**src/rtl/wb_writeback_stage.sv**
```systemverilog
// MEM/WB pipeline register and write-back logic.
// Latches MEM-stage results, aligns and extends load data, selects the GRF
// write value and issues exactly one GRF write per retired instruction.
// Also keeps a free-running count of retired instructions.
module wb_writeback_stage #(
    parameter logic [31:0] RESET_PC = 32'h0000_3000
) (
    input  logic        clk,
    input  logic        rst,
    input  logic        hold,
    input  logic        flush,
    input  logic        m_valid,
    input  logic [31:0] m_pc,
    input  logic        m_reg_we,
    input  logic [4:0]  m_rd,
    input  logic [1:0]  m_wd_sel,
    input  logic [31:0] m_alu_out,
    input  logic [31:0] m_mem_rdata,
    input  logic [2:0]  m_load_type,
    output logic        grf_we,
    output logic [4:0]  grf_waddr,
    output logic [31:0] grf_wdata,
    output logic [31:0] grf_wpc,
    output logic        wb_valid,
    output logic [31:0] retired
);

    localparam logic [1:0] SEL_ALU  = 2'd0;
    localparam logic [1:0] SEL_LOAD = 2'd1;
    localparam logic [1:0] SEL_LINK = 2'd2;

    localparam logic [2:0] LT_LB  = 3'd1;
    localparam logic [2:0] LT_LBU = 3'd2;
    localparam logic [2:0] LT_LH  = 3'd3;
    localparam logic [2:0] LT_LHU = 3'd4;

    // MEM/WB register contents
    logic        r_valid;
    logic [31:0] r_pc;
    logic        r_reg_we;
    logic [4:0]  r_rd;
    logic [1:0]  r_wd_sel;
    logic [31:0] r_alu_out;
    logic [31:0] r_mem_rdata;
    logic [2:0]  r_load_type;
    // Set once the held instruction has had its single write/retire opportunity
    logic        r_written;
    logic [31:0] r_retired;

    logic [7:0]  w_byte_lane [4];
    logic [7:0]  w_byte;
    logic [15:0] w_half;
    logic [31:0] w_load_data;
    logic [31:0] w_wdata;
    logic        w_retire;

    // Pipeline register: rst > flush > hold > load
    always_ff @(posedge clk) begin
        if (rst) begin
            r_valid     <= 1'b0;
            r_pc        <= RESET_PC;
            r_reg_we    <= 1'b0;
            r_rd        <= 5'd0;
            r_wd_sel    <= 2'd0;
            r_alu_out   <= 32'd0;
            r_mem_rdata <= 32'd0;
            r_load_type <= 3'd0;
            r_written   <= 1'b0;
        end else if (flush) begin
            // Bubble: the payload fields are don't-care once valid drops
            r_valid   <= 1'b0;
            r_written <= 1'b0;
        end else if (hold) begin
            // A held real instruction has now used its one write/retire slot
            if (r_valid) begin
                r_written <= 1'b1;
            end
        end else begin
            r_valid     <= m_valid;
            r_pc        <= m_pc;
            r_reg_we    <= m_reg_we;
            r_rd        <= m_rd;
            r_wd_sel    <= m_wd_sel;
            r_alu_out   <= m_alu_out;
            r_mem_rdata <= m_mem_rdata;
            r_load_type <= m_load_type;
            r_written   <= 1'b0;
        end
    end

    assign w_retire = r_valid & ~r_written;

    // Retired-instruction counter: one count per instruction, wraps mod 2^32
    always_ff @(posedge clk) begin
        if (rst) begin
            r_retired <= 32'd0;
        end else if (w_retire) begin
            r_retired <= r_retired + 32'd1;
        end
    end

    // Split the loaded word into its four byte lanes
    genvar gi;
    generate
        for (gi = 0; gi < 4; gi++) begin : g_lane
            assign w_byte_lane[gi] = r_mem_rdata[8*gi +: 8];
        end
    endgenerate

    assign w_byte = w_byte_lane[r_alu_out[1:0]];
    // Halfword selection ignores the low address bit (misaligned halves not supported)
    assign w_half = r_alu_out[1] ? r_mem_rdata[31:16] : r_mem_rdata[15:0];

    // Load alignment and sign/zero extension; unknown types behave as lw
    always_comb begin
        w_load_data = r_mem_rdata;
        case (r_load_type)
            LT_LB:   w_load_data = {{24{w_byte[7]}}, w_byte};
            LT_LBU:  w_load_data = {24'd0, w_byte};
            LT_LH:   w_load_data = {{16{w_half[15]}}, w_half};
            LT_LHU:  w_load_data = {16'd0, w_half};
            default: w_load_data = r_mem_rdata;
        endcase
    end

    // Write-value select; the reserved encoding writes zero and never enables a write
    always_comb begin
        w_wdata = 32'd0;
        case (r_wd_sel)
            SEL_ALU:  w_wdata = r_alu_out;
            SEL_LOAD: w_wdata = w_load_data;
            SEL_LINK: w_wdata = r_pc + 32'd8;
            default:  w_wdata = 32'd0;
        endcase
    end

    assign grf_we    = r_valid & r_reg_we & (r_rd != 5'd0) & (r_wd_sel != 2'd3) & ~r_written;
    assign grf_waddr = r_rd;
    assign grf_wdata = w_wdata;
    assign grf_wpc   = r_pc;
    assign wb_valid  = r_valid;
    assign retired   = r_retired;

endmodule

```
**config.mk**
```make
export PLATFORM = sky130hd
export DESIGN_NAME = wb_writeback_stage
export DESIGN_NICKNAME = d
export VERILOG_FILES = /design/src/rtl/wb_writeback_stage.sv
export SDC_FILE = /design/constraint.sdc
export NUM_CORES = 1
export LEC_CHECK = 0
export CAP_MARGIN = 20
export CELL_PAD_IN_SITES_DETAIL_PLACEMENT = 1
export CELL_PAD_IN_SITES_GLOBAL_PLACEMENT = 1
export CORE_MARGIN = 2
export CORE_UTILIZATION = 36
export DETAILED_ROUTE_END_ITERATION = 8
export GPL_TIMING_DRIVEN = 0
export PLACE_DENSITY = 0.95
export SYNTH_ARGS = -nofsm -noshare
export SYNTH_HDL_FRONTEND = slang
export SYNTH_SLANG_ARGS = --single-unit
```
**constraint.sdc**
```tcl
create_clock -name clk -period 3.3 [get_ports clk]
set_input_delay 0.825 -clock clk [delete_from_list [all_inputs] [get_ports clk]]
set_output_delay 0.825 -clock clk [all_outputs]
set_load 0.01 [all_outputs]
```
==> flow_summary.ini <==
[status]
status = finished clean

[sta]
finalCritPeriodShare = 0.988
clock.fmax_mhz = 307
finalSetupViolCount = 0
hold_viol = 0
slew_headroom = 0.553
drv_slew = 0
skew_ns = 0.00755
hold-worst-slack_ns = 0.460
finalCriticalPeriod_ns = 3.26
finalSetupTns_ns = 0
tightestPinTransition_ns = 0.666

[global_routing]
grt.total_usage = 0.297
overflow = 0
antenna_found_initial = 2
grt_max_degree = 17
grt_pass1_wl_um = 47000
grt_pass1_vias = 8481

[detailed_routing]
antenna_left = 0
drtIter0Drc = 620
wl_met3_um = 2560
drt_pass1_iterations = 5
wl_met1_um = 11800
drt-total-wl_um = 31000
vias = 8126
post-route-drc-count = 0
top_layer_used = met4
wl_per_cell_um = 21.5
via_per_inst = 5.63
route.met2.wl_um = 15200

[setup_path]
startpoint_type = register
critPathKind = register to output port
crit_fanout = 6
worstPathRequired_ns = 2.47
crit_path_end_kind = output port
startpoint = grf_wpc[23]
crit-reg2reg-launch = retired[0]
arrival_ns = 2.44

[final_layout]
layout-drive-gt1-share = 0.117
finalCoreUtilization = 0.543
fillCellCount = 2354
seq_area_um2 = 2860
most-common-layout-cells = 252 x nand2_1, 181 x clkdlybuf4s50_1, 126 x dfxtp_1, 114 x a21oi_1, 66 x nor2_1
syn_to_final_growth_pct = 49.0
layout_commonest_cell = nand2_1
multi_input_area_um2 = 4180
nets = 1278

[clock_tree]
numClockSinks = 141
cts_buffers = 17
cts_tree = done
clk_pin_slew_ns = 0.06
cts_hold_buf = 0
cts_root_buffer = clkbuf_16
htreeDepth = 4
worstSkewPairLatency_ns = 0.43
clk_path_buf_depth = 2

[place]
gp_congestion = 0.925
hpwl_um = 22000
io_buffer_count = 213

[logic_synthesis]
synth_ff_type = dfxtp_1
synth_area_um2 = 7080
ys_seq_area_frac = 0.399
synth-seq-cells = 141
synth.distinct_cells = 65
ys_warn_count = 0
async_reset_ff_frac = 0
syn_avg_cell_area_um2 = 7.69
netlist_instances = 920
synth-edff-count = 0
synth_fp_nets = 1034

[die]
ioPinCount = 215
num_rows = 51
die_h_um = 144
initial_utilization = 0.365
die_x_um = 144
design.core.area_um2 = 19400
design.die.area_um2 = 20800

[pwr]
ir_worst_vdd_v = 0.000343
leakage_uw = 0.00385
p_per_area_nw_per_um2 = 430

[job]
drv_cap = 0

[min_path]
hold_class = register to register
holdCritStartpoint = r_alu_out[5]
per-layer routing:
metal  vias up  global-route usage
met3       103              0.0755
met2       410               0.518
met1      3946               0.339
li1       3667                   -
met5         -                   0
met4         0               0.144
registers in the layout, indices dropped and copies added, names as in the netlist:
signal and flops:
grf_wpc 32, r_alu_out 32, r_mem_rdata 32, retired 32, grf_waddr 5, r_load_type 3, r_wd_sel 2, r_reg_we 1
r_written 1, wb_valid 1
Yosys cell counts (3+ instances only):
cell | number | area (um2)
nand3_1 | 21 | 105
or3_1 | 3 | 18.8
o21ai_0 | 21 | 105
a221o_1 | 4 | 40.0
clkbuf_1 | 45 | 169
and3_1 | 6 | 37.5
a31oi_1 | 5 | 31.3
xor2_1 | 23 | 201
nor2b_1 | 9 | 56.3
o221a_1 | 3 | 33.8
inv_1 | 9 | 33.8
and2_1 | 6 | 37.5
buf_2 | 9 | 45.0
nand4_1 | 15 | 93.8
dfxtp_1 | 141 | 2820
o211ai_1 | 3 | 22.5
and4_1 | 5 | 43.8
a21oi_1 | 114 | 571
o22ai_1 | 6 | 37.5
mux2i_1 | 28 | 280
o221a_2 | 3 | 33.8
nor2_1 | 69 | 259
xnor2_1 | 29 | 254
o21a_1 | 4 | 30.0
nor3_1 | 8 | 40.0
nand2_1 | 252 | 946
o221ai_1 | 20 | 175
buf_1 | 4 | 15.0
nor4_1 | 5 | 31.3
nand2b_1 | 3 | 18.8
where the power goes:
part           internal, uW  leakage (uW)  switching (uW)  total, uW
sequential             1760       0.00116            80.1       1840
combinational           323       0.00241             360        683
clock                  1210      0.000282             800       2010
total                  3300       0.00385            1240       4540
metrics by stage:
stage                     cells  total power, uW  instance area, um2  setup slack [ns]
after floorplan             920             2140                7080             0.787
after global placement     1398             2500                9540            -0.280
after detailed placement   1398             2520                9540            -0.389
after CTS                  1441             4540               10500           -0.0253
after global routing       1443             4680               10500           -0.0499
final                      1443             4540               10500            0.0398
cell families after synthesis:
logic type / synth area share
flops: 0.399
xor+xnor: 0.0644
buf+inv: 0.0440
simple gates: 0.282
fa+ha+maj: 0.00495
compound gates: 0.167
mux: 0.0396
critical path: stages (launching register included):
cell and delay, ns:
dfxtp_1 0.49, and4_4 0.31, nand3_4 0.19, nor4_4 0.32, xnor2_1 0.21, o221ai_2 0.16
dlygate4sd2_1 0.32
path summary, 6_finish.rpt:
kind | endpoint | slack (ns) | cells after the start
worst min-delay path | r_alu_out[5] | 0.46 | 2
worst max register to register | retired[30] | 1.18 | 6
worst max-delay path | grf_wdata[27] | 0.04 | 6
worst min register to register | r_alu_out[5] | 0.46 | 2
cell type report:
class                           count  area share
Sequential cell                   141       0.271
Multi-Input combinational cell    707       0.397
Clock buffer                       19      0.0420
Tap cell                          265      0.0315
Clock inverter                     13      0.0156
Antenna cell                        1    0.000237
Timing Repair Buffer              228       0.210
Buffer                             60      0.0290
Inverter                            9     0.00356
timing repair:
action	4_1_cts	5_1_grt
setup buffers	14	0
pin swaps	13	3
endpoints found under the setup margin	33	13
cloned	0	0
resized for setup	115	21
hold endpoints to repair	0	0
No activity file was read; power rests on OpenSTA's default activity.
==> edit (same flow settings) <==
Register the input `m_load_type` before use, without a reset. The logic sees it one clock later. The other inputs are not delayed to match.
--- a/src/rtl/wb_writeback_stage.sv
+++ b/src/rtl/wb_writeback_stage.sv
@@ -33,6 +33,12 @@
     localparam logic [2:0] LT_LBU = 3'd2;
     localparam logic [2:0] LT_LH  = 3'd3;
     localparam logic [2:0] LT_LHU = 3'd4;
+
+    logic [2:0] m_load_type_q;
+
+    always_ff @(posedge clk) begin
+        m_load_type_q <= m_load_type;
+    end
 
     // MEM/WB register contents
     logic        r_valid;
@@ -83,7 +89,7 @@
             r_wd_sel    <= m_wd_sel;
             r_alu_out   <= m_alu_out;
             r_mem_rdata <= m_mem_rdata;
-            r_load_type <= m_load_type;
+            r_load_type <= m_load_type_q;
             r_written   <= 1'b0;
         end
     end
Check against the original RTL: not equivalent (Yosys sat finds a counterexample within 4 cycles, from zero or initial values and one cycle with rst high).
==> edit against the original RTL <==
  * The run now ends with negative setup slack left
  * Critical path depth unchanged
  * Area after synthesis is 1.3% higher
  * Sequential share of layout area rose by 0.050 points
  * Global-route usage increased by 1.1 points
  * Via count increased by 6.3%
  * Die area grew 1.2%
  * Worst hold slack got worse by 30 ps
  * Total power rose by 0.26%
  * Wire length increased by 11%
  * Sequential cell count grew 3
  * Final area increased by 3.2%
  * Worst setup slack worse by 81 ps
  * Critical endpoint is now grf_wdata[31]
  * Largest power group unchanged
==> edit: results (changes against the original RTL) <==
* GRT Resource Usage Total at 30.8% (+1.1 points)
* Crit Path Max Fanout at 5 (-1)
* Synthesized net count at 1073 (+3.8%)
* Failing checks: negative setup slack
* Met3 WL at 2830 um (+11%)
* Worst setup margin at -41.1 ps (-80.9 ps)
* Global-route wire length before repair at 50800 um (+8.1%)
* Worst hold start: m_load_type_q[2]
* Outcome: finished, violations left
* Share of cells above drive strength 1 at 14.1% (+2.4 points)
* Worst IR Drop VDD at 329 uV (-4.3%)
* Clock skew at 11.0 ps (+3.48 ps)
* CP max-delay cell: or4_4
* Initial antenna violation count at 1 (-1)
* Setup-failing EPs final at 3 (+3)
* Seq/Total Area, Yosys at 40.2% (+0.34 points)
* CP max stage delay at 600 ps (+110 ps)
* Met3 Use GR at 7.99% (+0.44 points)
* Post-synth top cells: nand2_1, dfxtp_1, a21oi_1, nor2_1, clkbuf_1
* Iter 0 DRT Violations at 672 (+8.4%)
* Met1 Wirelength at 13100 um (+11%)
* Area after DPL at 9640 um^2 (+1.1%)
* Relative slew slack at 47.6% (-7.7 points)
* Yosys cell types at 55 (-15%)
* Via-to-Cell Ratio at 5.79 (+2.8%)
* Hold EP: r_load_type[2]
* Hold slack final at 429 ps (-30.4 ps)
## edit: stage by stage
stage	setup slack, ps	std cells
floorplan	555	959
global placement	-437	1437
detailed placement	-465	1438
CTS	-15.3	1479
global route	-108	1492
finish	-41.1	1492
## edit: layout make-up
cell class	instances	area (um^2)	area share, %
timing repair buffer	242	2320	21.4
clock inverter	14	141	1.30
sequential	144	2950	27.2
clock buffer	17	425	3.91
multi-input combinational	734	4350	40.0
inverter	14	52.6	0.483
buffer	62	295	2.72
tap	265	332	3.05
## edit: kinds of logic (layout without fill, tap and decap cells)
family / Yosys count / in the layout / share of synthesized area (%)
xor gates and xnor gates: 49 / 49 / 5.99
DFF: 144 / 144 / 40.2
AOI/OAI and AO/OA: 212 / 212 / 17.9
and+or+nand+nor: 446 / 446 / 27.7
adders and majority gates: 3 / 3 / 0.489
muxes: 24 / 24 / 3.39
buffers and inverters: 81 / 349 / 4.31
